### src/rtl/mips_pkg.sv
// Shared fetch-stage definitions: widths, instruction constants, FSM states
// and the IF/ID payload layout.
package mips_pkg;

    localparam int ADDR_W     = 32;
    localparam int INSN_W     = 32;
    localparam int WORD_BYTES = 4;

    localparam logic [ADDR_W-1:0] DEF_RESET_PC  = 32'h0000_0000;
    localparam logic [INSN_W-1:0] DEF_HALT_INSN = 32'h0000_000D;  // MIPS BREAK
    localparam logic [INSN_W-1:0] NOP           = 32'h0000_0000;

    typedef enum logic [1:0] {
        BOOT = 2'd0,
        RUN  = 2'd1,
        HALT = 2'd2
    } fetch_state_t;

    typedef struct packed {
        logic [INSN_W-1:0] insn;
        logic [ADDR_W-1:0] pc_plus4;
        logic              valid;
    } if_id_t;

    // Instruction addresses must sit on a word boundary.
    function automatic logic is_aligned(input logic [ADDR_W-1:0] addr);
        return addr[1:0] == 2'b00;
    endfunction

endpackage

### src/rtl/fetch_unit_if_id_reg.sv
// IF/ID pipeline register. Priority: reset, flush, load, drain, hold.
// Drain drops only the valid bit so the last payload stays visible.
module if_id_reg
    import mips_pkg::*;
(
    input  logic              clk,
    input  logic              rst,
    input  logic              load,
    input  logic              flush,
    input  logic              drain,
    input  logic [INSN_W-1:0] next_insn,
    input  logic [ADDR_W-1:0] next_pc_plus4,
    output logic [INSN_W-1:0] instruction,
    output logic [ADDR_W-1:0] pc_plus4,
    output logic              valid
);

    if_id_t q;

    // Pipeline register update; anything not selected holds its value.
    always_ff @(posedge clk) begin
        if (!rst) begin
            q <= '{insn: NOP, pc_plus4: '0, valid: 1'b0};
        end else if (flush) begin
            q <= '{insn: NOP, pc_plus4: '0, valid: 1'b0};
        end else if (load) begin
            q <= '{insn: next_insn, pc_plus4: next_pc_plus4, valid: 1'b1};
        end else if (drain) begin
            q.valid <= 1'b0;
        end
    end

    assign instruction = q.insn;
    assign pc_plus4    = q.pc_plus4;
    assign valid       = q.valid;

endmodule

### src/rtl/fetch_unit.sv
// Instruction-fetch stage: PC, next-PC selection, BOOT/RUN/HALT sequencing
// and the IF/ID register. The instruction memory is combinational, so the
// word at imem_address is captured on the same edge that advances the PC.
// Optional: define FETCH_PERF_CNT_EN to add the fetch_count output.
module fetch_unit
    import mips_pkg::*;
#(
    parameter logic [ADDR_W-1:0] RESET_PC  = DEF_RESET_PC,
    parameter logic [INSN_W-1:0] HALT_INSN = DEF_HALT_INSN
)(
    input  logic              clk,
    input  logic              rst,
    input  logic              stall,
    input  logic              branch_taken,
    input  logic [ADDR_W-1:0] branch_target,
    input  logic              jump,
    input  logic [ADDR_W-1:0] jump_target,
    input  logic [INSN_W-1:0] imem_instruction,
    output logic [ADDR_W-1:0] imem_address,
    output logic [INSN_W-1:0] if_id_instruction,
    output logic [ADDR_W-1:0] if_id_pc_plus4,
    output logic              if_id_valid,
    output logic              halted,
    output logic              misaligned
`ifdef FETCH_PERF_CNT_EN
    ,
    output logic [31:0]       fetch_count
`endif
);

    fetch_state_t      state, state_next;
    logic [ADDR_W-1:0] pc, pc_next, pc_plus4;
    logic [ADDR_W-1:0] redirect_target;
    logic              redirect, target_ok;
    logic              load, flush, drain, set_mis;

    assign imem_address = pc;
    assign pc_plus4     = pc + ADDR_W'(WORD_BYTES);

    // Branch is the older instruction, so it wins over a same-cycle jump.
    assign redirect        = branch_taken | jump;
    assign redirect_target = branch_taken ? branch_target : jump_target;
    assign target_ok       = is_aligned(redirect_target);

    // Next-state / next-PC decode. Redirects beat stall in RUN and HALT;
    // once a misalignment fault is latched only reset leaves HALT.
    always_comb begin
        state_next = state;
        pc_next    = pc;
        load       = 1'b0;
        flush      = 1'b0;
        drain      = 1'b0;
        set_mis    = 1'b0;
        case (state)
            BOOT: begin
                state_next = RUN;
            end
            RUN: begin
                if (redirect) begin
                    flush = 1'b1;
                    if (target_ok) begin
                        pc_next = redirect_target;
                    end else begin
                        set_mis    = 1'b1;
                        state_next = HALT;
                    end
                end else if (!stall) begin
                    load = 1'b1;
                    if (imem_instruction == HALT_INSN) begin
                        state_next = HALT;
                    end else begin
                        pc_next = pc_plus4;
                    end
                end
            end
            HALT: begin
                if (redirect && !misaligned) begin
                    flush = 1'b1;
                    if (target_ok) begin
                        pc_next    = redirect_target;
                        state_next = RUN;
                    end else begin
                        set_mis = 1'b1;
                    end
                end else if (!stall) begin
                    drain = 1'b1;
                end
            end
            default: begin
                state_next = BOOT;
            end
        endcase
    end

    // Fetch FSM: state, PC and the registered status outputs.
    always_ff @(posedge clk) begin
        if (!rst) begin
            state      <= BOOT;
            pc         <= RESET_PC;
            halted     <= 1'b0;
            misaligned <= 1'b0;
        end else begin
            state      <= state_next;
            pc         <= pc_next;
            halted     <= (state_next == HALT);
            misaligned <= misaligned | set_mis;
        end
    end

    if_id_reg u_if_id (
        .clk           (clk),
        .rst           (rst),
        .load          (load),
        .flush         (flush),
        .drain         (drain),
        .next_insn     (imem_instruction),
        .next_pc_plus4 (pc_plus4),
        .instruction   (if_id_instruction),
        .pc_plus4      (if_id_pc_plus4),
        .valid         (if_id_valid)
    );

`ifdef FETCH_PERF_CNT_EN
    // Count every sequential capture; free-running wrap.
    always_ff @(posedge clk) begin
        if (!rst) begin
            fetch_count <= '0;
        end else if (load) begin
            fetch_count <= fetch_count + 32'd1;
        end
    end
`endif

endmodule

### config.mk
export PLATFORM = sky130hd
export DESIGN_NAME = fetch_unit
export DESIGN_NICKNAME = d
export VERILOG_FILES = /design/src/rtl/mips_pkg.sv /design/src/rtl/fetch_unit_if_id_reg.sv /design/src/rtl/fetch_unit.sv
export SDC_FILE = /design/constraint.sdc
export NUM_CORES = 1
export LEC_CHECK = 0
export BUFFER_PORTS_ARGS = -buffer_cell sky130_fd_sc_hd__buf_2
export CORE_ASPECT_RATIO = 1.2
export CORE_MARGIN = 10
export CORE_UTILIZATION = 45
export DETAILED_ROUTE_END_ITERATION = 10
export PLACE_DENSITY_LB_ADDON = 0.1
export SLEW_MARGIN = 20
export SYNTH_ARGS = -nofsm -noshare
export SYNTH_HDL_FRONTEND = slang
export SYNTH_SLANG_ARGS = --single-unit
### constraint.sdc
create_clock -name clk -period 3.1 [get_ports clk]
set_input_delay 0 -clock clk [delete_from_list [all_inputs] [get_ports clk]]
set_output_delay 0 -clock clk [all_outputs]
set_load 0.1 [all_outputs]
==> reports/qor.csv, run 1 <==
stage,metric,value,unit
setup_path,startpoint_type,flip-flop,
clocking,cts_resized,0,
sta,grt_setup_unrepaired,no,
setup_path,startpoint,state[0]$_SDFF_PN0_,
synth,ys.flop_type,dfxtp_1,
setup_path,crit_type,flip-flop to flip-flop,
clocking,cts_made_buffers,9,
global_route,grt_pass1_vias,5372,
drt,drtAntennaViolNets,0,
layout,fillers,990,
power,ir_drop,0.343,mV
global_route,grt_max_degree,55,
layout,post_route_cells_drive_above_1_share,33.5,%
placed_design,postPlaceCellArea,6100,um^2
placed_design,gp_congestion,0.875,
layout,final_core_util,61.2,%
synth,synth_seq_area_share,40.2,%
layout,fin_area,6720,um^2
power,p_per_area,526,nW/um^2
placed_design,dp_hpwl,12500,um
die,die-height,136,um
min_path,hp-class,primary input to flip-flop,
setup_path,crit_arrival,2.77,ns
status,status,"finished, final reports clean",
global_route,grt_overflow,0,
setup_path,cp.buffers_inverters,1,
clocking,cts.clk_slew.worst_paths,0.07,ns
drt,vias,5393,
power,leakage,0.00274,uW
sta,worstMarginPinSlew,0.901,ns
sta,fmaxAchievable,0.404,GHz
synth,yosysWarnings,0,
die,coreArea,11000,um^2
clocking,tritoncts,built,
layout,n_antenna_cell,0,
clocking,cts_hold_buf,32,
synth,synthArstFlopShare,0,%
drt,via_per_inst,5.74,
setup_path,required,3.39,ns
layout,syn2layout_area_growth,33.7,%
synth,syn_area,5030,um^2
setup_path,crit_path_top_delay_cell,o21ai_1,
setup_path,cp-end-kind,flip-flop,
sta,report.final.slew_viol_count,0,
global_route,grt_pass1_wl,27300,um
synth,synth.avg_cell_area,8.36,um^2
die,die_x,116,um
drt,drc,0,
synth,synth-seq-cells,101,
synth,synth_edf_count,0,
setup_path,worstReg2RegStart,state[0]$_SDFF_PN0_,
clocking,clk_path_buf_depth,2,
synth,ys_types,50,
placed_design,place_ws,0.663,ns
sta,hold_violations,0,
drt,drtPass1Iterations,5,
clocking,clk_latency,0.35,ns
die,rows,42,
placed_design,port_buffers,199,
sta,min_period_over_period,79.8,%
clocking,cts_setup_buffers,0,
clocking,clock_sinks,101,
setup_path,r2r_slack,0.63,ns
setup_path,path_depth,7,
sta,clock_skew,0.00624,ns
die,io_pins,200,
global_route,grt_antenna_before_repair,0,
setup_path,slowest_delay,0.52,ns
setup_path,cp_top_family,compound AO/OA/AOI/OAI gates,
power,power.total,3540,uW
global_route,grt_usage,21.4,%
setup_path,worstPathMaxFanout,9,
setup_path,cp_cell_sequence,inv_1 > ha_1 > or3_1 > o21ai_1 > a211oi_1 > a31oi_1 > o221a_2,
sta,min_period,2.47,ns
job,cap_violations,0,
synth,syn_inst,601,
sta,setup_viol,0,
sta,maxSlewHeadroom,39.7,%
synth,synth_nets,707,
drt,first_iter_violations,410,
sta,setup_ws,0.627,ns
die,die_area,15800,um^2
setup_path,reg2reg_to,imem_address[18]$_SDFFE_PN0P_,
setup_path,r2r_cells,7,
clocking,htree_levels,3,
drt,route.final.wire_length,17200,um
die,start_util,45.8,%
setup_path,critPathCapture,imem_address[18]$_SDFFE_PN0P_,
clocking,cts_root_buffer,clkbuf_16,
drt,wl_per_cell,18.3,um
layout,nets,908,
sta,tns,0,ns
logic make-up after synthesis:
group	Yosys count	share of synthesized area, %
AND/OR/NAND/NOR	225	22.1
AO/OA/AOI/OAI	181	26.5
adder cells (fa/ha/maj)	5	1.24
flip-flops	101	40.2
XOR/XNOR	14	2.44
multiplexers	13	2.61
buffers and inverters	62	4.90
flip-flops by register name (all words and copies together), names as in the netlist:
signal	count
u_if_id.instruction	32
u_if_id.valid	1
u_if_id.pc_plus4	32
halted	1
imem_address	32
misaligned	1
state	2
per-stage QoR:
| step | hold WS [ns] | instances |
|---|---|---|
| after CTS | 0.126 | 939 |
| after floorplan | 0.136 | 601 |
| after global routing | 0.157 | 939 |
| after global placement | 0.251 | 891 |
| after detailed placement | 0.258 | 891 |
| final | 0.131 | 939 |
per-layer routing:
| metal | global-route usage (%) | vias up | share of wire (%) |
|---|---|---|---|
| li1 | - | 2641 | - |
| met1 | 24.8 | 2543 | 41 |
| met2 | 36.9 | 189 | 50 |
| met3 | 4.57 | 20 | 7.5 |
| met4 | 8.84 | 0 | 1.9 |
| met5 | 0 | - | 0 |
worst min path at each step:
stage	startpoint	end	slack (ns)	cells past startpoint
after floorplan	imem_instruction[11]	u_if_id.instruction[11]$_SDFFE_PP0P_	0.14	2
after global placement	imem_instruction[11]	u_if_id.instruction[11]$_SDFFE_PP0P_	0.25	3
after detailed placement	imem_instruction[6]	u_if_id.instruction[6]$_SDFFE_PP0P_	0.26	3
after global routing	branch_target[7]	imem_address[7]$_SDFFE_PN0P_	0.16	4
after CTS	branch_target[28]	imem_address[28]$_SDFFE_PN0P_	0.13	4
final	branch_target[28]	imem_address[28]$_SDFFE_PN0P_	0.13	4
area by class of cell:
type	count	area, um^2	share of cell area (%)
inverters	8	30.0	0.447
repair buffers	244	1410	21.0
well taps	132	165	2.46
multi-input cells	438	2790	41.5
clock inverters	5	58.8	0.875
flip-flops and latches	101	2020	30.1
clock buffers	11	243	3.61
power breakdown:
group / internal [uW] / switching, uW
Combinational: 251 / 696
Clock: 650 / 508
Sequential: 1360 / 74.0
worst register-to-register path: stages (launching register included):
cell	delay [ns]
dfxtp_1	0.41
inv_1	0.09
ha_1	0.32
or3_1	0.48
o21ai_1	0.52
a211oi_1	0.20
a31oi_1	0.21
o221a_2	0.20
synth_stat cells, drive strengths merged, types with 4 or more instances:
cell	number	area share (%)
a2111oi	8	1.4
a211oi	26	3.9
a21oi	51	5.1
a22oi	5	0.75
a311oi	13	2.3
a31oi	11	1.4
a32oi	5	0.87
and3	5	0.62
and4	5	0.87
buf	9	0.92
clkbuf	45	3.4
dfxtp	101	40
ha	5	1.2
inv	8	0.60
mux2i	12	2.4
nand2	86	6.4
nand3	11	1.3
nand4	11	1.4
nor2	41	3.1
nor2b	19	2.4
nor3	8	0.80
nor4	11	1.4
o21ai	15	1.5
o221a	29	6.5
o31ai	5	0.75
or3	8	1.0
or4	7	1.0
xnor2	10	1.7
xor2	4	0.70
placed cells by master (no fill, tap or decap), types with 4 or more instances in the layout:
cell type | Yosys | layout
or3_1 | 8 | 8
a311oi_1 | 13 | 13
and3_1 | 5 | 5
buf_4 | 2 | 13
nor2_1 | 41 | 40
a21oi_1 | 51 | 51
mux2i_1 | 12 | 12
buf_2 | 4 | 199
a22oi_1 | 5 | 5
nand4_1 | 11 | 11
or4_1 | 7 | 7
xnor2_1 | 10 | 10
clkbuf_16 | 0 | 9
a32oi_1 | 5 | 5
nand2_1 | 86 | 86
and4_1 | 5 | 5
o221a_2 | 29 | 29
ha_1 | 5 | 5
xor2_1 | 4 | 4
dlygate4sd3_1 | 0 | 32
a31oi_1 | 11 | 11
a211oi_1 | 26 | 26
o31ai_1 | 5 | 5
nand3_1 | 10 | 10
dfxtp_1 | 101 | 101
a2111oi_0 | 8 | 8
nor3_1 | 8 | 7
inv_1 | 8 | 8
nor2b_1 | 19 | 19
o21ai_0 | 14 | 12
nor4_1 | 11 | 11
(Power assumes the default switching activity.)
==> inputs of run 2 (changes only) <==
--- a/config.mk
+++ b/config.mk
@@ -5,6 +5,7 @@
 export SDC_FILE = /design/constraint.sdc
 export NUM_CORES = 1
 export LEC_CHECK = 0
+export ABC_AREA = 1
 export BUFFER_PORTS_ARGS = -buffer_cell sky130_fd_sc_hd__buf_2
 export CORE_ASPECT_RATIO = 1.2
 export CORE_MARGIN = 10
==> constraint.sdc (replaced) <==
create_clock -name clk -period 2.25 [get_ports clk]
set_input_delay 0 -clock clk [delete_from_list [all_inputs] [get_ports clk]]
set_output_delay 0 -clock clk [all_outputs]
set_load 0.1 [all_outputs]
==> reports/qor.csv, run 2 <==
stage,metric,value,unit,change
synth,synth_edf_count,0,,unchanged
synth,yosys.area_share.simple,37.1,%,+15 points
synth,ys.flop_type,dfxtp_1,,
synth,synth_nets,1009,,+43%
synth,yosysWarnings,0,,unchanged
setup_path,cp_cell_sequence,inv_1 > ha_1 > o21ai_2 > nand2_2 > buf_4 > a21oi_1 > nor2_1,,
setup_path,r2r_cells,7,,unchanged
layout,syn2layout_area_growth,30.1,%,
setup_path,worstPathMaxFanout,15,,+6
synth,yosys.area.top_type,dfxtp_1,,
die,start_util,46.2,%,+0.42 points
synth,syn_inst,903,,+50%
setup_path,crit_path_top_delay_cell,dfxtp_1,,
die,coreArea,12200,um^2,+11%
global_route,grt_pass1_vias,6345,,+18%
placed_design,dp_hpwl,14400,um,+15%
drt,wl_per_cell,14.9,um,-18%
die,io_pins,200,,unchanged
global_route,grt_overflow,0,,unchanged
drt,first_iter_violations,375,,-8.5%
synth,synth_top_family_by_area,simple AND/OR/NAND/NOR gates,,
global_route,grt_usage,21.9,%,+0.56 points
global_route,grt_antenna_before_repair,0,,unchanged
synth,yosys-top-cells-area,"dfxtp_1, nand2_1, nor2_1",,
clocking,cts_made_buffers,9,,unchanged
synth,synth-compound-area-share,12.6,%,-14 points
power,ir_drop,0.396,mV,+15%
clocking,tritoncts,built,,
synth,synth_xor_area_share,1.40,%,-1.0 points
sta,maxSlewHeadroom,65.7,%,+26 points
drt,drc,0,,unchanged
layout,nets,1224,,+35%
status,status,"finished, final reports clean",,
power,p_per_area,656,nW/um^2,+25%
min_path,hp-class,primary input to flip-flop,,
clocking,htree_levels,3,,unchanged
synth,ys_types,31,,-38%
job,cap_violations,0,,unchanged
min_path,hold_depth,5,,+1
synth,synth.area.mux_share,0.178,%,-2.4 points
die,die_x,122,um,+4.8%
layout,layout_commonest_cell,nand2_1,,
power,power.total,4790,uW,+36%
synth,synth-seq-cells,101,,unchanged
setup_path,crit_arrival,2.17,ns,-0.60 ns
sta,fmaxAchievable,0.520,GHz,+29%
drt,drtPass1Iterations,5,,unchanged
global_route,grt_pass1_wl,31200,um,+14%
sta,grt_setup_unrepaired,no,,
clocking,clk_path_buf_depth,2,,unchanged
clocking,clock_sinks,101,,unchanged
sta,clock_skew,0.00816,ns,+0.00192 ns
synth,synth_top_area_share,36.0,%,-4.2 points
setup_path,cp-end-kind,flip-flop,,
synth,syn_area,5620,um^2,+12%
layout,n_antenna_cell,0,,unchanged
layout,layout_common_cells,"nand2_1, buf_2, nor2_1",,
synth,synth.avg_cell_area,6.22,um^2,-26%
clocking,clk_latency,0.35,ns,about the same
layout,post_route_cells_drive_above_1_share,22.4,%,-11 points
sta,report.final.slew_viol_count,0,,unchanged
placed_design,gp_congestion,0.915,,+4.5%
global_route,grt_max_degree,73,,+33%
sta,tns,0,ns,unchanged
power,leakage,0.00360,uW,+31%
clocking,cts.clk_slew.worst_paths,0.08,ns,about the same
setup_path,startpoint_type,flip-flop,,
drt,vias,6295,,+17%
sta,worstMarginPinSlew,0.519,ns,-0.382 ns
synth,synth_seq_area_share,36.0,%,-4.2 points
synth,synthArstFlopShare,0,%,unchanged
sta,setup_viol,0,,unchanged
sta,hold_violations,0,,unchanged
synth,yosysMostFrequentCell,nand2_1,,
clocking,cts_root_buffer,clkbuf_16,,
drt,via_per_inst,4.90,,-15%
die,die_area,17400,um^2,+9.9%
drt,drtAntennaViolNets,0,,unchanged
die,rows,44,,+4.8%
synth,yosys-top-cells-count,"nand2_1, nor2_1, inv_1, dfxtp_1, a21oi_1",,
setup_path,required,2.50,ns,-0.89 ns
setup_path,slowest_delay,0.38,ns,-0.14 ns
placed_design,port_buffers,199,,unchanged
drt,route.final.wire_length,19200,um,+12%
die,die-height,142,um,+4.9%
sta,min_period,1.92,ns,-0.551 ns
synth,yosys.area_share.adder,1.11,%,-0.13 points
setup_path,crit_type,flip-flop to flip-flop,,
sta,min_period_over_period,85.4,%,+5.6 points
layout,final_core_util,60.1,%,-1.1 points
## run 2: cell count changes in the layout (fill, tap and decap cells not counted), moves of 15 or more
| cell | previous run | this run |
|---|---|---|
| nand3_1 | 10 | 65 |
| nand2_1 | 86 | 302 |
| a211oi_1 | 26 | 0 |
| inv_1 | 8 | 104 |
| nor2b_1 | 19 | 0 |
| nor2_1 | 40 | 118 |
| o221a_2 | 29 | 0 |
| a21oi_1 | 51 | 70 |
| o21ai_0 | 12 | 27 |
| o211ai_1 | 1 | 17 |
## run 2: timing repair
item | 4_1_cts | 5_1_grt
resized for setup | 0 | 2
setup buffers | 0 | 0
hold buffers | 32 | 0
endpoints found under the setup margin | 0 | 1
hold endpoints to repair | 32 | 0
## run 2: final timing paths
check,endpoint,slack (ns),start
setup / recovery,imem_address[18]$_SDFFE_PN0P_,0.33,state[0]$_SDFF_PN0_
hold / removal,imem_address[20]$_SDFFE_PN0P_,0.01,branch_target[20]
setup reg to reg,imem_address[18]$_SDFFE_PN0P_,0.33,state[0]$_SDFF_PN0_
hold reg to reg,u_if_id.instruction[22]$_SDFFE_PP0P_,0.46,u_if_id.instruction[22]$_SDFFE_PP0P_
## run 2: logic make-up after synthesis
group | Yosys count
AOI/OAI and AO/OA | 128
xor gates and xnor gates | 9
adders and majority gates | 5
buffers and inverters | 151
DFF | 101
muxes | 1
and+or+nand+nor | 508
## run 2: layer usage
layer | GRT usage, % | part of all wire [%] | wire [um]
met1 | 25.0 | 41 | 7790
met2 | 38.9 | 49 | 9470
met3 | 4.84 | 7.6 | 1460
met4 | 7.79 | 2.4 | 469
met5 | 0 | 0 | 0
## run 2: where the power goes
| group | switching, uW | total (uW) | internal [uW] |
|---|---|---|---|
| Combinational | 994 | 1320 | 324 |
| Clock | 731 | 1520 | 792 |
| Sequential | 87.7 | 1950 | 1870 |
## run 2: per-stage QoR
step | area [um^2] | worst slack (ns) | instances | hold WS, ns
finish | 7310 | 0.328 | 1284 | 0.00975
global route | 7310 | 0.152 | 1284 | 0.0527
CTS | 7310 | 0.263 | 1284 | 0.00958
detailed placement | 6710 | 0.277 | 1236 | 0.272
global placement | 6710 | 0.367 | 1236 | 0.267
floorplan | 5620 | 0.0909 | 903 | 0.147
## run 2: critical path, delay by kind of cell, from the launching register on
| family | cells | cell delay, ns |
|---|---|---|
| compound gates | 2 | 0.50 |
| flops | 1 | 0.38 |
| buf+inv | 2 | 0.34 |
| fa+ha+maj | 1 | 0.33 |
| simple gates | 2 | 0.27 |
## run 2: layout make-up
class                      count  area (um^2)
clock inverter                 6         46.3
timing repair buffer         243         1430
multi-input combinational    651         2950
fill                        1261         4850
clock buffer                  10          239
sequential                   101         2020
inverter                     112          425
tap                          161          201
